[config.mk]
export PLATFORM = sky130hd
export DESIGN_NAME = router_input_arbiter
export DESIGN_NICKNAME = d
export VERILOG_FILES = /design/src/rtl/router_input_arbiter.sv
export SDC_FILE = /design/constraint.sdc
export NUM_CORES = 1
export LEC_CHECK = 0
export ABC_AREA = 1
export CAP_MARGIN = 40
export CORE_ASPECT_RATIO = 0.7
export CORE_MARGIN = 5
export CORE_UTILIZATION = 33
export CTS_CLUSTER_DIAMETER = 30
export CTS_CLUSTER_SIZE = 24
export DETAILED_ROUTE_END_ITERATION = 8
export HOLD_SLACK_MARGIN = 0.15
export PLACE_DENSITY_LB_ADDON = 0.12
export SLEW_MARGIN = 40
export SYNTH_ARGS = -nofsm -noshare
export SYNTH_HDL_FRONTEND = slang
export SYNTH_SLANG_ARGS = --single-unit
[constraint.sdc]
create_clock -name clk -period 1.6 [get_ports clk]
set_input_delay 0.16 -clock clk [delete_from_list [all_inputs] [get_ports clk]]
set_output_delay 0.16 -clock clk [all_outputs]
set_load 0.05 [all_outputs]
[src/rtl/router_input_arbiter.sv]
// Round-robin N:1 arbiter that merges independent valid/ready message streams into one
// registered valid/ready stream for the router, with same-edge drain-and-reload for full throughput.
module router_input_arbiter #(
    parameter int p_nbits   = 32,
    parameter int p_ninputs = 4
) (
    input  logic                         clk,
    input  logic                         reset,
    input  logic [p_ninputs-1:0]         valid_in,
    input  logic [p_nbits-1:0]           message_in [p_ninputs],
    output logic [p_ninputs-1:0]         ready_out,
    output logic                         valid_out,
    output logic [p_nbits-1:0]           message_out,
    input  logic                         ready_in,
    output logic [$clog2(p_ninputs)-1:0] grant_id
);

    localparam int IW  = $clog2(p_ninputs);
    localparam int IW1 = IW + 1;
    localparam logic [IW-1:0] LAST_ID = IW'(p_ninputs - 1);
    localparam logic [IW:0]   NIN     = IW1'(p_ninputs);

    logic [IW-1:0] ptr;
    logic [IW-1:0] grant_idx;
    logic          grant_valid;
    logic          can_load;
    logic          load;
    logic [IW:0]   scan_idx;

    // Rotated priority search: scanning from the highest offset down lets the
    // offset closest to ptr overwrite, so it wins.
    always_comb begin
        grant_valid = 1'b0;
        grant_idx   = '0;
        scan_idx    = '0;
        for (int k = p_ninputs - 1; k >= 0; k--) begin
            scan_idx = {1'b0, ptr} + IW1'(k);
            if (scan_idx >= NIN) begin
                scan_idx = scan_idx - NIN;
            end
            if (valid_in[scan_idx[IW-1:0]]) begin
                grant_valid = 1'b1;
                grant_idx   = scan_idx[IW-1:0];
            end
        end
    end

    // An empty output register, or one draining on this edge, may accept a new message.
    always_comb begin
        can_load = !valid_out || ready_in;
        load     = !reset && can_load && grant_valid;
    end

    always_comb begin
        ready_out = '0;
        for (int i = 0; i < p_ninputs; i++) begin
            ready_out[i] = load && (grant_idx == IW'(i));
        end
    end

    // ptr only advances on a load, so a waiting input keeps its turn across stalls.
    always_ff @(posedge clk) begin
        if (reset) begin
            valid_out   <= 1'b0;
            message_out <= '0;
            grant_id    <= '0;
            ptr         <= '0;
        end else if (load) begin
            valid_out   <= 1'b1;
            message_out <= message_in[grant_idx];
            grant_id    <= grant_idx;
            ptr         <= (grant_idx == LAST_ID) ? '0 : grant_idx + IW'(1);
        end else if (valid_out && ready_in) begin
            valid_out   <= 1'b0;
        end
    end

endmodule

## Yosys cells after proc, flatten, opt, wreduce, memory -nomap -nowiden

Cells that the tools add are included.

| storage, ports and cells | value |
|---|---|
| input port bits | 135 |
| word-level logic and storage cells | 63 |
| flip-flop bits (word level) | 37 |

| operators by class | value |
|---|---|
| reductions and logical operators | 12 |
| order comparisons | 9 |
| add/subtract/negate cells | 8 |
| muxes and demuxes | 26 |
| bitwise operators | 1 |
| equality and inequality tests | 3 |

Operators with widths:

| cell | count |
|---|---|
| 32-bit binary-select mux with 2-bit select | 1 |
| 32-bit 2-to-1 mux | 2 |
| 2-bit 2-to-1 mux | 9 |
| 3-bit greater-or-equal comparator (second input constant) | 4 |
| 2-bit by 3-bit < comparator with 1-bit output (second input constant) | 4 |
| 1-bit 2-to-1 mux | 10 |
| 1-bit binary-select mux with 2-bit select | 4 |
| 2-bit by 1-bit subtractor with 2-bit output (second input constant) | 4 |
| 1-bit logical AND | 7 |
| 2-bit by 2-bit adder with 3-bit output (second input constant) | 2 |
| 2-bit equality test (second input constant) | 2 |
| 2-bit by 1-bit adder with 3-bit output (second input constant) | 1 |
| 2-bit by 3-bit greater-or-equal comparator with 1-bit output (second input constant) | 1 |
| 2-bit inverter with 3-bit output | 1 |
| 2-bit by 1-bit adder with 2-bit output (second input constant) | 1 |
| 2-bit by 1-bit equality test with 1-bit output (second input constant) | 1 |
| 1-bit zero test | 2 |
| 2-bit zero test | 1 |
| 2-bit nonzero test | 1 |
| 1-bit logical OR | 1 |

## Depth between registers and ports, before layout

Gate-level depths: netlist of run 1.

| depth | value |
|---|---|
| depth in word-level cells | 13 |
| mapped depth | 16 |
| depth with buffers taken out | 14 |

## Least setup slack after synthesis of run 1

OpenSTA, ideal clock, no wires.

| timing path | value |
|---|---|
| path kind | flip-flop to output port |
| from | register ptr[0] |
| to | output port ready_out[1] |
| stages on the path, launching flop included | 15 |
| arrival | 2120 ps |
| path slack | -680 ps |
| cell sequence | dfxtp_1 > buf_6 > inv_4 > nand2_1 > and2_4 > nor2_2 > inv_2 > nand2_1 > nand2_2 > nand2_2 > buf_6 > buf_6 > ha_1 > inv_1 > nor2_1 |

| on the way | value |
|---|---|
| cells in the longest elaborated chain, start to end | 11 |

Ends and longest elaborated chain:

| item | line | text |
|---|---|---|
| start, declared | 23 | `logic [IW-1:0] ptr;` |
| start signal, assigned | 72 | `ptr <= (grant_idx == LAST_ID) ? '0 : grant_idx + IW'(1);` |
| 2-bit by 2-bit adder with 3-bit output | 37 | `scan_idx = {1'b0, ptr} + IW1'(k);` |
| 3-bit greater-or-equal comparator / 2-bit by 1-bit subtractor with 2-bit output (equally long branches) | 38, 39 |  |
| 2-bit 2-to-1 mux | 38 | `if (scan_idx >= NIN) begin` |
| 1-bit binary-select mux with 2-bit select | 41 | `if (valid_in[scan_idx[IW-1:0]]) begin` |
| 1-bit 2-to-1 mux (not written as such) | 41 |  |
| 2-bit 2-to-1 mux / 1-bit 2-to-1 mux (equally long branches) (4 in series) | 41 |  |
| 2-bit by 1-bit equality test with 1-bit output / 1-bit logical AND (equally long branches) | 57, 51 |  |
| 1-bit logical AND * | 57 | `ready_out[i] = load && (grant_idx == IW'(i));` |
| end, declared | 11 | `output logic [p_ninputs-1:0] ready_out,` |

Every way passes the cells marked *; elsewhere a longest branch is shown, timed or not. The select of a mux whose other input is x is not followed.

## Worst setup path in the final report of run 1

Same ends and word-level chain as after synthesis.

==> results of run 1 <==
## metrics by stage
stage / setup WS [ns] / cells / cell area, um2 / hold slack [ns]
3_3_place_gp: -0.416 / 714 / 4630 / 0.456
4_1_cts: -0.435 / 732 / 5250 / 0.472
3_5_place_dp: -0.475 / 714 / 4630 / 0.462
6_report: -0.461 / 738 / 5410 / 0.467
5_1_grt: -0.549 / 738 / 5410 / 0.487
2_1_floorplan: -0.280 / 444 / 2740 / 0.263
## kinds of logic (layout without fill, tap and decap cells)
family | count (synthesis) | after routing
AOI/OAI and AO/OA | 8 | 8
adders and majority gates | 1 | 1
buffers and inverters | 58 | 251
DFF | 37 | 37
and+or+nand+nor | 340 | 340
## cell usage after synthesis, types with 3 or more instances
cell type / number
sky130_fd_sc_hd__buf_2: 19
sky130_fd_sc_hd__buf_4: 7
sky130_fd_sc_hd__buf_6: 6
sky130_fd_sc_hd__clkbuf_1: 3
sky130_fd_sc_hd__dfxtp_1: 37
sky130_fd_sc_hd__inv_1: 14
sky130_fd_sc_hd__inv_2: 5
sky130_fd_sc_hd__nand2_1: 130
sky130_fd_sc_hd__nand2_2: 4
sky130_fd_sc_hd__nand3_1: 194
sky130_fd_sc_hd__nor2_1: 6
sky130_fd_sc_hd__nor2_2: 3
sky130_fd_sc_hd__o21ai_0: 3
## power breakdown
part           total, W  switching (W)  internal (W)
clock network   0.00114       0.000366      0.000778
logic            0.0101        0.00576       0.00432
registers       0.00157       0.000237       0.00133
total            0.0128        0.00636       0.00643
## sequential cells by signal, indices dropped and copies added, names as in the netlist
signal       count
grant_id         2
message_out     32
ptr              2
valid_out        1
## per-layer routing
metal / up-vias / track usage (%)
li1: 1880 / -
met1: 1775 / 28.4
met2: 148 / 37.0
met3: 13 / 6.06
met4: 0 / 6.46
met5: - / 0
## area by class of cell
cell class | instances | area (um2) | area share (%)
clock inverters | 1 | 30.0 | 0.556
clock buffers | 7 | 143 | 2.64
multi-input cells | 349 | 1990 | 36.8
inverters | 21 | 91.3 | 1.69
flip-flops and latches | 37 | 748 | 13.8
repair buffers | 222 | 2280 | 42.2
well taps | 101 | 126 | 2.34
## final timing paths
check | startpoint | end | slack (ns) | cells after the start
setup / recovery | ptr[0] | ready_out[1] | -0.46 | 12
hold / removal | message_out[19] | message_out[19] | 0.47 | 2
setup reg to reg | ptr[1] | message_out[22] | -0.41 | 16
hold reg to reg | message_out[19] | message_out[19] | 0.47 | 2
## worst reg2reg max path: cells and delay by family, from the launching register on
kind	cells	cell delay (ns)
simple gates	12	1.00
buf+inv	4	0.50
flops	1	0.40
## what timing repair did
item,CTS,global route
buffers inserted,10,4
cloned,2,3
endpoints found under the setup margin,40,40
pin swaps,33,18
gates resized for setup,88,18
==> impl_results.md, run 1 <==
- Via count of the first global-routing pass: 3780
- Final period util: 129%
- Ratio of routed vias to standard cells: 5.17
- # Max-Cap Violations: 0
- H-tree depth reported by CTS: 2
- Cell family with most CP delay: simple AND/OR/NAND/NOR gates
- CORE AREA: 7870 um2
- Number of warnings reported in the yosys synthesis log: 0
- Layout cells sized above 1: 27.8%
- Post-synthesis net count: 580
- Time the final worst path needs with I/O delays and setup: 2.06 ns
- Number of sinks handled by clock tree synthesis: 37
- Met2 wirelength from detailed routing: 5.79 mm
- Nature of the critical path startpoint: flip-flop
- Clock transition time at the flip-flop clock pins of the worst setup and hold paths: 0.05 ns
- Worst setup path class: flip-flop to output port
- Number of antenna violations at the first check in global routing: 0
- GP Congestion: 0.851
- Distinct cell type count after synthesis: 24
- Drt pass-1 iters: 4
- Aggregate global routing overflow: 0
- Final Hold Fails: 0
- Maximum number of pins on one net before global-route repair: 37
- Least setup slack across all paths after layout: -0.461 ns
- Main combinational cell family by area after synthesis: simple AND/OR/NAND/NOR gates
- Synthesized flop and latch total: 37
- PnR Total Power: 0.0128 W
- Count of antenna diodes in the layout: 0
- Routed wire length per instance: 15.9 um
- Clock insertion delay at the later pin of the skew report: 0.27 ns
- Most common library cell in the layout ignoring fill and taps: sky130_fd_sc_hd__nand3_1
- Setup repair after global routing missed its margin: yes
- Final standard cell utilization of the core: 68.7%
- Post-Route WL: 11.7 mm
- Die width: 117 um
- Total routed wire length on the met1 layer: 4.79 mm
- Post-Synthesis Mean Instance Area: 6.01 um2
- Outcome: complete, but fails checks
- Final setup violating endpoints: 40
- Clock tree from TritonCTS: yes
- Data arrival time of the critical path: 1.90 ns
- Gate Count Post-Synth: 444
- Cell leakage power: 2.50 nW
- Number of enable flip-flop cells after synthesis: 0
- Worst ir drop on vdd: 1510 uV
- Top FF cell, synth: sky130_fd_sc_hd__dfxtp_1
- Filler Cell Count: 675
- Fraction of post-synthesis cell area in the top cell type by area: 36.4%
- Worst-case headroom to the max-slew limit: 80.2%
- Top library cells by usage in the layout, fill and taps aside: 175 x sky130_fd_sc_hd__nand3_1, 134 x sky130_fd_sc_hd__clkdlybuf4s50_1, 96 x sky130_fd_sc_hd__nand2_1, 60 x sky130_fd_sc_hd__buf_4, 35 x sky130_fd_sc_hd__dfxtp_1
- Die Span Y: 85.2 um
- Critical-path maximum fanout: 7
- Total power divided by cell area: 2370 nW/um2
- DRC viols: 0
- First-pass GRT wire length: 18.8 mm
- Critical path buffer and inverter count: 4
- Final #Nets: 772
- Count of standard-cell rows: 27
- Number of ports placed on the die boundary: 174
- Maximum buffer depth of the clock tree: 2
- Number of buffers inserted during clock tree synthesis: 5
- Slew at the pin closest to its max-slew limit: 0.296 ns
- Critical Path Slowest Stage Cell: sky130_fd_sc_hd__dfxtp_4
- Sequential fraction of the synthesis area: 27.8%
- Root cell of the clock tree: sky130_fd_sc_hd__clkbuf_16
- Top layer in use: met4
- Area enclosed by the die boundary: 10000 um2
- Timing-limited maximum frequency: 0.485 GHz
- Required @ worst endpoint: 1.44 ns
- Detailed-route via count: 3816
- Area leader, netlist: sky130_fd_sc_hd__nand3_1
- Failing checks: setup timing
- Area growth, synth to finish: 103%
- Cells along the critical path: buf_12, nand2_1, and2_4, o21ai_2, nand2_1, nand2_2, nand2_4, buf_6, ha_4, inv_4, nor2_4, buf_12
- Kind of path behind the tightest hold check: flip-flop to flip-flop
- Met3 layer wire length in the routed design: 963 um
- Longest individual stage delay on the worst path: 0.38 ns
- Fraction of synthesis flops using an asynchronous set or reset pin: 0%
- Detail Route Antenna Nets: 0
- Final number of max-transition violations: 0
- Area share of fa/ha/maj cells after synthesis: 0.469%
- Hold-fix buffers, CTS: 0
- Synthesized-area fraction occupied by xor and xnor cells: 0%
- # port buffers: 173
- Largest cells by area after synthesis: sky130_fd_sc_hd__nand3_1 36%, sky130_fd_sc_hd__dfxtp_1 28%, sky130_fd_sc_hd__nand2_1 18%
- Share of synthesized cell area in and, or, nand and nor gates: 58.3%
- Synth Area in Compound Gates: 1.69%
- Setup TNS: -13.76 ns
- Largest clock skew in the final design: 0.00405 ns
- Cell area after technology mapping: 2670 um2
- Initial Util: 33.9%
- Number of design-rule violations left by the first detailed-router iteration: 293
- Post-detailed-placement half-perimeter wirelength: 8.45 mm
- Multiplexer fraction of the synthesized cell area: 0%
- Nature of the critical path endpoint: output port
- Global-route total usage across every layer: 22.3%
(Power assumes the default switching activity.)
==> run 2, diff against run 1 <==
Settings changed: GPL_TIMING_DRIVEN from default to 1, SKIP_LAST_GASP from default to 1, TNS_END_PERCENT from default to 10.
==> impl_results.md, run 2 (synthesis results as in run 1) <==
- CORE AREA: 7870 um2
- Filler Cell Count: 725
- Outcome: complete, but fails checks
- Placed cells: 711
- Count of standard-cell rows: 27
- Register bank with the most flops: message_out
- Root cell of the clock tree: sky130_fd_sc_hd__clkbuf_16
- Failing checks: setup timing
- Drt pass-1 iters: 4
- Largest clock skew in the final design: 0.00188 ns
- Total power divided by cell area: 2210 nW/um2
- Most used cell along the critical path: sky130_fd_sc_hd__nand2_2
- Cells along the critical path: buf_12, nand2_1, nand2_2, nand2_2, nand2_4, nand2_2, nand2_1, nand2_2, nand2_2, buf_12, ha_4, inv_2, nor2_4, buf_12
- H-tree depth reported by CTS: 2
- Top Registers: message_out (32), grant_id (2), ptr (2)
- Timing-limited maximum frequency: 0.476 GHz
- Ratio of routed vias to standard cells: 5.05
- Global-route total usage across every layer: 21.0%
- Clock transition time at the flip-flop clock pins of the worst setup and hold paths: 0.05 ns
- PnR Total Power: 0.0110 W
- Count of antenna diodes in the layout: 0
- Nature of the critical path endpoint: output port
- Number of ports placed on the die boundary: 174
- Via count of the first global-routing pass: 3602
- Number of antenna violations at the first check in global routing: 0
- Hold-fix buffers, CTS: 0
- Worst setup path class: flip-flop to output port
- # port buffers: 173
- Maximum number of pins on one net before global-route repair: 66
- Detailed-route via count: 3685
- Final cell area excluding filler cells: 4980 um2
- Routed wire length per instance: 14.9 um
- # Max-Cap Violations: 0
- Nature of the critical path startpoint: flip-flop
- Aggregate global routing overflow: 0
- Die width: 117 um
- DRC viols: 0
- Final Hold Fails: 0
- Final period util: 131%
- Kind of path behind the tightest hold check: flip-flop to flip-flop
- Critical path buffer and inverter count: 4
- Flip-flop count of the largest register after layout: 32
- Top library cells by usage in the layout, fill and taps aside: 193 x sky130_fd_sc_hd__nand3_1, 134 x sky130_fd_sc_hd__clkdlybuf4s50_1, 111 x sky130_fd_sc_hd__nand2_1, 66 x sky130_fd_sc_hd__buf_4, 35 x sky130_fd_sc_hd__dfxtp_1
- Data arrival time of the critical path: 1.94 ns
- GP Congestion: 0.794
- Slew at the pin closest to its max-slew limit: 0.292 ns
- Final #Nets: 764
- Clock tree from TritonCTS: yes
- Critical Path Slowest Stage Cell: sky130_fd_sc_hd__dfxtp_4
- Setup repair after global routing missed its margin: yes
- Dpl cell area: 4630 um2
- Critical-path maximum fanout: 7
- Cell family with most CP delay: simple AND/OR/NAND/NOR gates
- Number of sinks handled by clock tree synthesis: 37
- Number of design-rule violations left by the first detailed-router iteration: 218
- Least setup slack across all paths after layout: -0.499 ns
- Die Span Y: 85.2 um
- Initial Util: 33.9%
- Worst-case headroom to the max-slew limit: 80.5%
- Time the final worst path needs with I/O delays and setup: 2.10 ns
- Final setup violating endpoints: 39
- Area growth, synth to finish: 86.5%
- Multi-input gate area: 1770 um2
- Post-layout instance count excluding filler cells: 729
- Worst ir drop on vdd: 1190 uV
- Post-detailed-placement half-perimeter wirelength: 8.10 mm
- Detail Route Antenna Nets: 0
- First-pass GRT wire length: 17.9 mm
- Clock insertion delay at the later pin of the skew report: 0.27 ns
- Final number of max-transition violations: 0
- Number of buffers inserted during clock tree synthesis: 5
- Cell leakage power: 2.32 nW
- Post-Route WL: 10.9 mm
- Area enclosed by the die boundary: 10000 um2
- Most common library cell in the layout ignoring fill and taps: sky130_fd_sc_hd__nand3_1
- Maximum buffer depth of the clock tree: 2
- Combined flip-flop and latch cell area: 748 um2
- Layout cells sized above 1: 21.0%
- Longest individual stage delay on the worst path: 0.38 ns
- Required @ worst endpoint: 1.44 ns
- Setup TNS: -13.66 ns
run 2: changes by cell type in the layout (fill, tap and decap cells not counted), moves of 3 or more:
| cell | before | now |
|---|---|---|
| sky130_fd_sc_hd__nand2_4 | 16 | 8 |
| sky130_fd_sc_hd__nand3_1 | 175 | 193 |
| sky130_fd_sc_hd__buf_6 | 9 | 0 |
| sky130_fd_sc_hd__buf_8 | 5 | 2 |
| sky130_fd_sc_hd__nand2_2 | 21 | 15 |
| sky130_fd_sc_hd__nand2_1 | 96 | 111 |
| sky130_fd_sc_hd__buf_4 | 60 | 66 |
| sky130_fd_sc_hd__nand3_2 | 18 | 2 |
run 2: final cells by class:
class	count	area share, %
Inverter	21	1.73
Sequential cell	37	15.0
Timing Repair Buffer	214	42.3
Multi-Input combinational cell	349	35.5
Clock buffer	7	2.87
Tap cell	101	2.54
run 2: tightest hold or removal path, stage by stage, from the launching register on:
cell and delay [ns]:
sky130_fd_sc_hd__dfxtp_1 0.30, sky130_fd_sc_hd__nand3_1 0.07, sky130_fd_sc_hd__nand2_1 0.04
run 2: worst paths after layout:
| check | startpoint | to | slack (ns) | cells past startpoint |
|---|---|---|---|---|
| worst max register to register | ptr[0] | message_out[6] | -0.39 | 16 |
| worst min-delay path | message_out[14] | message_out[14] | 0.46 | 2 |
| worst max-delay path | ptr[0] | ready_out[1] | -0.50 | 14 |
| worst min register to register | message_out[14] | message_out[14] | 0.46 | 2 |
run 2: metrics by stage:
stage / utilization [%] / setup WS (ns) / hold slack (ns)
floorplan: - / -0.280 / 0.263
global placement: 58.9 / -0.378 / 0.457
detailed placement: 58.9 / -0.443 / 0.459
CTS: 62.4 / -0.481 / 0.468
global route: 63.2 / -0.582 / 0.488
finish: 63.2 / -0.499 / 0.465
run 2: where the power goes:
group          leakage [nW]  internal [W]  switching [W]
combinational          1.94       0.00336        0.00513
clock                0.0700      0.000611       0.000343
sequential            0.309       0.00133       0.000224
run 2: per-layer routing:
metal  part of all wire, %  GRT usage, %  up-vias  wire (um)
li1                      -             -     1853          -
met4                  0.84          3.85        0         91
met5                     0             0        -          0
met1                    44          26.4     1712       4820
met3                   7.0          6.13        6        761
met2                    48          36.3      114       5180
run 2: repair_timing:
item | 4_1_cts | 5_1_grt
setup endpoints to repair | 40 | 40
cloned | 0 | 0
setup buffers | 9 | 2
pin swaps | 8 | 4
resized for setup | 24 | 14
